### src/rtl/cpu_pkg.sv
// Shared register-file types for the write-side producers.
// A write request is a destination register plus its 32-bit result.
package cpu_pkg;

    typedef logic [4:0]  reg_addr_t;
    typedef logic [31:0] reg_data_t;

    localparam reg_addr_t REG_ZERO = 5'd0;

    typedef struct packed {
        reg_addr_t addr;
        reg_data_t data;
    } wb_req_t;

    function automatic logic [31:0] reg_onehot(input reg_addr_t a);
        return 32'd1 << a;
    endfunction

endpackage

### src/rtl/regfile_return_fifo.sv
// In-order buffer for long-latency register returns.
// DEPTH must be a power of two so the pointers wrap naturally.
module regfile_return_fifo
    import cpu_pkg::*;
#(
    parameter int DEPTH = 2
) (
    input  logic                     clk,
    input  logic                     rst,
    input  logic                     push,
    input  wb_req_t                  push_data,
    input  logic                     pop,
    output wb_req_t                  head,
    output logic                     full,
    output logic                     empty,
    output logic [$clog2(DEPTH):0]   count
);

    localparam int AW = $clog2(DEPTH);
    localparam int CW = AW + 1;

    wb_req_t          mem [DEPTH];
    logic [AW-1:0]    wr_ptr;
    logic [AW-1:0]    rd_ptr;
    logic [CW-1:0]    cnt;
    logic             do_push;
    logic             do_pop;

    assign full    = (cnt == CW'(DEPTH));
    assign empty   = (cnt == '0);
    assign do_push = push && !full;
    assign do_pop  = pop && !empty;
    assign head    = mem[rd_ptr];
    assign count   = cnt;

    always_ff @(posedge clk) begin
        if (do_push) begin
            mem[wr_ptr] <= push_data;
        end
    end

    always_ff @(posedge clk) begin
        if (rst) begin
            wr_ptr <= '0;
            rd_ptr <= '0;
            cnt    <= '0;
        end else begin
            if (do_push) begin
                wr_ptr <= wr_ptr + 1'b1;
            end
            if (do_pop) begin
                rd_ptr <= rd_ptr + 1'b1;
            end
            cnt <= cnt + CW'(do_push) - CW'(do_pop);
        end
    end

endmodule

### src/rtl/regfile_write_arbiter.sv
// Merges pipeline writeback and buffered long-latency returns onto the single
// register-file write port, and tracks outstanding long-latency destinations.
module regfile_write_arbiter
    import cpu_pkg::*;
#(
    parameter int FIFO_DEPTH = 2,
    parameter int MAX_WAIT   = 4
) (
    input  logic                          clk,
    input  logic                          rst,
    input  logic                          wb_valid,
    input  logic [4:0]                    wb_addr,
    input  logic [31:0]                   wb_data,
    input  logic                          lr_valid,
    output logic                          lr_ready,
    input  logic [4:0]                    lr_addr,
    input  logic [31:0]                   lr_data,
    input  logic                          reserve_valid,
    input  logic [4:0]                    reserve_addr,
    input  logic [4:0]                    chk_a,
    input  logic [4:0]                    chk_b,
    input  logic [4:0]                    chk_w,
    output logic                          hit_a,
    output logic                          hit_b,
    output logic                          hit_w,
    output logic                          pipe_stall,
    output logic                          reserve_err,
    output logic [$clog2(FIFO_DEPTH):0]   fifo_count,
    output logic                          wen,
    output logic [4:0]                    waddr,
    output logic [31:0]                   wdata
);

    localparam int SW = $clog2(MAX_WAIT + 1);

    wb_req_t          lr_req;
    wb_req_t          head;
    wb_req_t          sel_req;
    logic             fifo_full;
    logic             fifo_empty;
    logic             push;
    logic             pop;
    logic             sel_valid;
    logic [SW-1:0]    starve_cnt;
    logic [31:0]      pending;
    logic [31:0]      pending_nxt;
    logic [31:0]      clr_mask;
    logic [31:0]      set_mask;
    logic             err_res;
    logic             err_wb;
    logic             err_pop;

    assign lr_req.addr = lr_addr;
    assign lr_req.data = lr_data;

    // lr_ready comes from the registered count, so a full FIFO never sees
    // push and pop on the same edge.
    assign lr_ready = !fifo_full;
    assign push     = lr_valid && lr_ready;
    assign pop      = !wb_valid && !fifo_empty;

    regfile_return_fifo #(
        .DEPTH (FIFO_DEPTH)
    ) u_fifo (
        .clk       (clk),
        .rst       (rst),
        .push      (push),
        .push_data (lr_req),
        .pop       (pop),
        .head      (head),
        .full      (fifo_full),
        .empty     (fifo_empty),
        .count     (fifo_count)
    );

    always_comb begin
        sel_valid    = wb_valid || pop;
        sel_req.addr = head.addr;
        sel_req.data = head.data;
        if (wb_valid) begin
            sel_req.addr = wb_addr;
            sel_req.data = wb_data;
        end
    end

    always_ff @(posedge clk) begin
        if (rst) begin
            wen   <= 1'b0;
            waddr <= '0;
            wdata <= '0;
        end else if (sel_valid) begin
            wen   <= (sel_req.addr != REG_ZERO);
            waddr <= sel_req.addr;
            wdata <= sel_req.data;
        end else begin
            wen   <= 1'b0;
        end
    end

    // A non-empty FIFO that is not popped is necessarily blocked by wb_valid.
    always_ff @(posedge clk) begin
        if (rst) begin
            starve_cnt <= '0;
        end else if (fifo_empty || pop) begin
            starve_cnt <= '0;
        end else if (starve_cnt != SW'(MAX_WAIT)) begin
            starve_cnt <= starve_cnt + 1'b1;
        end
    end

    assign pipe_stall = (starve_cnt == SW'(MAX_WAIT));

    always_comb begin
        clr_mask    = pop ? reg_onehot(head.addr) : 32'd0;
        set_mask    = (reserve_valid && (reserve_addr != REG_ZERO))
                      ? reg_onehot(reserve_addr) : 32'd0;
        pending_nxt = ((pending & ~clr_mask) | set_mask) & ~32'd1;
        err_res     = reserve_valid && pending[reserve_addr] && !clr_mask[reserve_addr];
        err_wb      = wb_valid && pending[wb_addr];
        err_pop     = pop && !pending[head.addr];
    end

    always_ff @(posedge clk) begin
        if (rst) begin
            pending     <= '0;
            reserve_err <= 1'b0;
        end else begin
            pending     <= pending_nxt;
            reserve_err <= reserve_err || err_res || err_wb || err_pop;
        end
    end

    assign hit_a = pending[chk_a];
    assign hit_b = pending[chk_b];
    assign hit_w = pending[chk_w];

endmodule

### config.mk
export PLATFORM = sky130hd
export DESIGN_NAME = regfile_write_arbiter
export DESIGN_NICKNAME = d
export VERILOG_FILES = /design/src/rtl/cpu_pkg.sv /design/src/rtl/regfile_return_fifo.sv /design/src/rtl/regfile_write_arbiter.sv
export SDC_FILE = /design/constraint.sdc
export NUM_CORES = 1
export LEC_CHECK = 0
export BUFFER_PORTS_ARGS = -buffer_cell sky130_fd_sc_hd__buf_2
export CAP_MARGIN = 20
export CORE_ASPECT_RATIO = 0.75
export CORE_MARGIN = 2
export CORE_UTILIZATION = 50
export CTS_BUF_LIST = sky130_fd_sc_hd__clkbuf_8
export CTS_CLUSTER_SIZE = 40
export DETAILED_ROUTE_END_ITERATION = 7
export HOLD_SLACK_MARGIN = 0.03
export PLACE_DENSITY = 0.73
export SLEW_MARGIN = 30
export SYNTH_ARGS = -nofsm -noshare
export SYNTH_HDL_FRONTEND = slang
export SYNTH_SLANG_ARGS = --single-unit
### constraint.sdc
create_clock -name clk -period 3.4 [get_ports clk]
set_clock_uncertainty 0.05 [all_clocks]
set_input_delay 0.17 -clock clk [delete_from_list [all_inputs] [get_ports clk]]
set_output_delay 0.17 -clock clk [all_outputs]
set_load 0.02 [all_outputs]
======== Yosys cells after proc, flatten, opt, wreduce, memory -nomap -nowiden ========
Memory sizes are Yosys's and may differ from the RTL's. A register that Yosys moved wholly into a read port is not among the register bits.
Index checks and enable logic that the tools add are counted.
cells by class
  $add $sub $neg .......................... 5
  $mul .................................... 0
  divide/modulo/power cells ............... 0
  order comparisons ....................... 6
  equality and inequality tests ........... 3
  shifts and indexed selects .............. 2
  mux-type cells .......................... 21
  bitwise operators ....................... 4
  reduce and logical (&&, ||, !) cells .... 24
operators by type and width
  cell                                                                   count
  32-bit 2-to-1 mux                                                      2
  1-bit by 5-bit left shift with 32-bit output (first input constant)    2
  37-bit 2-to-1 mux                                                      1
  5-bit by 6-bit < comparator with 1-bit output (second input constant)  6
  1-bit binary-select mux with 5-bit select                              7
  32-bit bitwise AND                                                     1
  32-bit inverter                                                        1
  32-bit bitwise OR                                                      1
  1-bit 2-to-1 mux                                                       11
  5-bit nonzero test                                                     2
  1-bit logical AND                                                      9
  1-bit zero test                                                        5
  1-bit logical OR                                                       5
  2-bit OR reduction                                                     2
  3-bit by 1-bit adder with 3-bit output (second input constant)         1
  3-bit equality test (second input constant)                            1
  3-bit inequality test (second input constant)                          1
  1-bit adder (second input constant)                                    2
  2-bit by 1-bit adder with 2-bit output                                 1
  2-bit equality test (second input constant)                            1
  2-bit zero test                                                        1
  2-bit by 1-bit subtractor with 2-bit output                            1
  1-bit inverter                                                         1
word-level totals
  register bits after elaboration ......... 78
  bits in latches ......................... 0
  memory bits (writable) .................. 74
  bits in read-only memories .............. 0
  input port bits ......................... 99
  output and inout port bits .............. 46
  logic and storage cells ................. 76
  memories ................................ 1
memory list
  name        depth  bits a word  rd ports  clocked after memory_dff  write ports  line                       text
  u_fifo.mem  2      37           1         1                         1            regfile_return_fifo.sv:22  wb_req_t mem [DEPTH];

======== Longest topological paths before layout ========
  depth in word-level cells ............... 11
  gate-level depth with buffers ........... 9
  depth with buffers taken out ............ 8

======== Modules after synthesis ========
A second synthesis with hierarchy kept.
second synthesis, totals
  cell total of the unflattened synthesis .. 695
  area, all modules ....................... 7726.2 µm²
modules (own cells, without submodules)
  module                 instances  cells each  area each (µm²)  sequential area each (µm²)
  regfile_write_arbiter  1          553         4825.9           1461.4
  regfile_return_fifo    1          142         2900.3           2322.2

======== Least setup slack after synthesis ========
No wires, ideal clock.
  path kind ............................... reg2reg
  start ................................... register u_fifo.cnt[0], in the netlist u_fifo.count[0]
  end ..................................... memory u_fifo.mem[0][0] (netlist bit) (enable)
  arrival ................................. 2.443 ns
  data required time ...................... 2.919 ns
  slack ................................... 0.476 ns
  cell stages (with the launch flop) ...... 5
  path buffers ............................ 0
  period minus slack after synthesis ...... 2.924 ns
  path through ............................ dfxtp_1 inv_1 nand2_1 nand2_1 nor2_1
between the ends
  cells in the longest elaborated chain, start to end .. 6
RTL lines
  item                                        line                         text
  start: declaration                          regfile_return_fifo.sv:25    logic [CW-1:0] cnt;
  start signal: assignment                    regfile_return_fifo.sv:54    cnt <= cnt + CW'(do_push) - CW'(do_pop);
  2-bit equality test (*)                     regfile_return_fifo.sv:29    assign full = (cnt == CW'(DEPTH));
  1-bit zero test (*)                         regfile_write_arbiter.sv:58  assign lr_ready = !fifo_full;
  net lr_ready                                regfile_write_arbiter.sv:15  output logic lr_ready,
  1-bit logical AND                           regfile_write_arbiter.sv:59  assign push = lr_valid && lr_ready;
  1-bit logical AND (*)                       regfile_return_fifo.sv:31    assign do_push = push && !full;
  1-bit 2-to-1 mux (*)                        regfile_return_fifo.sv:37    if (do_push) begin
  1-bit 2-to-1 mux (implied by the code) (*)  regfile_return_fifo.sv:38    mem[wr_ptr] <= push_data;
  end: declaration                            regfile_return_fifo.sv:22
The timed path passes the listed nets; every way through them passes the cells marked *.

==> impl_metrics.csv <==
group,metric,value,unit
sta,rsz_0062_raised_after_global_routing,"false",
clocking,tritoncts.num_buffers,17,
finish,finalInstanceArea,9714,sq um
clocking,cts_root_buffer_type,"sky130_fd_sc_hd__clkbuf_8",
yosys,count_of_flip_flops_with_a_built_in_enable_after_synthesis,74,
route,drcViolationCount,0,
sta,timing.final.crit_period,2.566,ns
sta,setup_total_negative_slack,0,ns
yosys,synth_area_per_cell,10.85,sq um
yosys,synth.yosys.seq_area_share,49.00,%
yosys,synth.top_cell.area_share,28.78,%
global_route,antenna_violations_before_repair,0,
outcome,status,"completed",
route,post_detailed_route_wirelength_per_cell,19.02,um
clocking,worst_skew_pair.late_latency,0.45,ns
die,num_rows,39,
global_route,wire_length_of_the_first_global_routing_pass,34370,um
route,drtAntennaViolNets,0,
yosys,synth_ff_type,"sky130_fd_sc_hd__dfxtp_1",
finish,post_route_cells_drive_above_1_share,27.61,%
yosys,synthesis.yosys.warnings,0,
yosys,syn_inst,712,
die,initial_core_util,50.89,%
pwr,total_power,0.005573,W
placement,gp_congestion,0.8835,
global_route,first_global_vias,6408,
die,io-pin-count,145,
sta,timing.final.max_slew_violations,0,
clocking,clk_path_buf_depth,2,
setup_path,setup.worst_path.class,"flop to flop",
global_route,overflow,0,
clocking,numClockSinks,152,
finish,n_antenna_cell,0,
yosys,synth_nets,815,
run,maxCapViolCount,0,
clocking,htree_num_levels,4,
clocking,tritoncts,"built",
yosys,most_area_consuming_cells_after_synthesis,"sky130_fd_sc_hd__edfxtp_1 29%, sky130_fd_sc_hd__dfxtp_1 20%, sky130_fd_sc_hd__mux4_2 13%",
global_route,grt_start_max_net_pins,79,
pwr,power.density,573.7,nW/um^2
setup_path,critPathArrivalTime,2.83,ns
sta,slew-limit-headroom,41.78,%
yosys,number_of_register_bits_inferred_by_synthesis,152,
worst_hold_path,min_path_type,"input pin to flop",
yosys,netlist-cell-type-count,52,
pwr,vdd_drop_max,0.0003335,V
placement,dp.final_hpwl,14080,um
finish,area_of_combinational_cells_with_multiple_inputs,3674,sq um
setup_path,cp_data_required_time,3.66,ns
placement,io_buffer_count,144,
global_route,grt_util_all_layers,26.60,%
worst_hold_path,min_delay_startpoint,"reserve_addr[4]",
setup_path,critPathCaptureType,"flop",
finish,layout-area-overhead-vs-synth,25.79,%
sta,achievable-frequency,389.7,MHz
route,drt_first_pass_iters,7,
sta,worst_slew_pin_slew,0.8564,ns
setup_path,crit_path_max_fanout,24,
die,fp.dieH,111.6,um
finish,layout.nets,1010,
sta,timing_hold_violations_final,0,
route,route.detailed.vias_per_inst,5.869,
yosys,netlist_top_cells_count,"100 x sky130_fd_sc_hd__nor2_1, 78 x sky130_fd_sc_hd__dfxtp_1, 74 x sky130_fd_sc_hd__edfxtp_1",
sta,final.setup.worst_slack,0.8338,ns
die,die_area,16460,sq um
sta,timing.final.setup_violations,0,
pwr,static-leakage-power,3.655,nW
yosys,synth_top_cell_by_area,"sky130_fd_sc_hd__edfxtp_1",
route,wl,21400,um
finish,fill_cells,1181,
die,design.core.area,15180,sq um
sta,final.period_utilization,75.48,%
finish,seq_area,3785,sq um
yosys,ys_async_sr_fraction,0,%
finish,post_layout_utilization_of_the_core,64.01,%
yosys,post_synth_instance_area,7722,sq um
clocking,clk_transition_reported_paths,0.10,ns
setup_path,start_kind,"flop",
die,die_w,147.5,um
placement,dp_worst_setup_slack,0.8552,ns
route,first_iter_violations,590,
route,total_via_count_after_detailed_routing,6603,
placement,dpl_cell_area,8582,sq um
yosys,synthMostInstantiatedCell,"sky130_fd_sc_hd__nor2_1",
## layer usage
metal	up-vias	global-route usage [%]	wire length, um
met4	0	7.115	413
met1	3149	38.20	9204
li1	3062	-	-
met5	-	0	0
met3	40	7.008	1985
met2	352	40.34	9798
## stage by stage
step,std cells,hold slack [ns]
global route,1125,0.09825
detailed placement,1023,0.3107
global placement,1023,0.3082
CTS,1125,0.05523
finish,1125,0.07858
floorplan,712,0.2189
## worst paths after layout
check	end	slack (ns)	depth (start not counted)
setup / recovery	reserve_err	0.83	6
hold / removal	pending[2]	0.08	4
setup reg to reg	reserve_err	0.83	6
hold reg to reg	starve_cnt[1]	0.43	2
## where the power goes
part	internal, W	switching, W	leakage [nW]
Combinational	0.000691	0.00109	2.11
Sequential	0.00221	0.000167	1.33
Clock	0.000577	0.000836	0.213
## cell usage in the layout (no fill, tap or decap), types with 4 or more instances in the layout
cell type / n
sky130_fd_sc_hd__clkbuf_8: 17
sky130_fd_sc_hd__mux4_2: 43
sky130_fd_sc_hd__nor3b_1: 4
sky130_fd_sc_hd__dlygate4sd3_1: 70
sky130_fd_sc_hd__nor2b_1: 7
sky130_fd_sc_hd__mux2_2: 14
sky130_fd_sc_hd__a31oi_1: 5
sky130_fd_sc_hd__nor3_1: 4
sky130_fd_sc_hd__clkinv_8: 6
sky130_fd_sc_hd__ha_1: 4
sky130_fd_sc_hd__inv_1: 16
sky130_fd_sc_hd__a21oi_1: 70
sky130_fd_sc_hd__nand2_1: 56
sky130_fd_sc_hd__dfxtp_1: 77
sky130_fd_sc_hd__buf_2: 144
sky130_fd_sc_hd__edfxtp_1: 74
sky130_fd_sc_hd__o21ai_0: 44
sky130_fd_sc_hd__a211oi_1: 40
sky130_fd_sc_hd__inv_8: 4
sky130_fd_sc_hd__mux2i_1: 47
sky130_fd_sc_hd__xnor2_1: 5
sky130_fd_sc_hd__buf_4: 12
sky130_fd_sc_hd__nor2_1: 99
sky130_fd_sc_hd__nand3_1: 6
## flip-flops by register name, indices dropped and copies added, names as in the netlist, named ones only
register       count
u_fifo.mem        74
wdata             32
pending           31
waddr              5
starve_cnt         3
u_fifo.count       2
reserve_err        1
u_fifo.rd_ptr      1
u_fifo.wr_ptr      1
wen                1
## critical path: stages, from the launching register on
cell	delay, ns
sky130_fd_sc_hd__dfxtp_2	0.62
sky130_fd_sc_hd__and3_1	0.27
sky130_fd_sc_hd__nor2_1	0.15
sky130_fd_sc_hd__mux4_2	0.52
sky130_fd_sc_hd__or4_1	0.51
sky130_fd_sc_hd__a31oi_1	0.20
sky130_fd_sc_hd__a31oi_1	0.10
## logic make-up after synthesis
kind of cell,after synthesis,synth area share (%)
and+or+nand+nor,199,11.31
AOI/OAI and AO/OA,178,13.69
DFF,152,49.00
muxes,105,20.85
buffers and inverters,66,3.597
xor gates and xnor gates,8,0.9074
adders and majority gates,4,0.6481
## cell type report
class                   instances  share of cell area (%)
clock inverters                15                   1.996
inverters                      16                  0.6182
flip-flops and latches        152                   38.96
repair buffers                226                   15.56
well taps                     205                   2.640
clock buffers                  17                   2.409
multi-input cells             494                   37.82
## timing repair
action	CTS	global route
resized for setup	0	0
hold endpoints to repair	107	0
buffers inserted	0	0
hold buffers	70	0
Power figures use the tool's default switching activity.
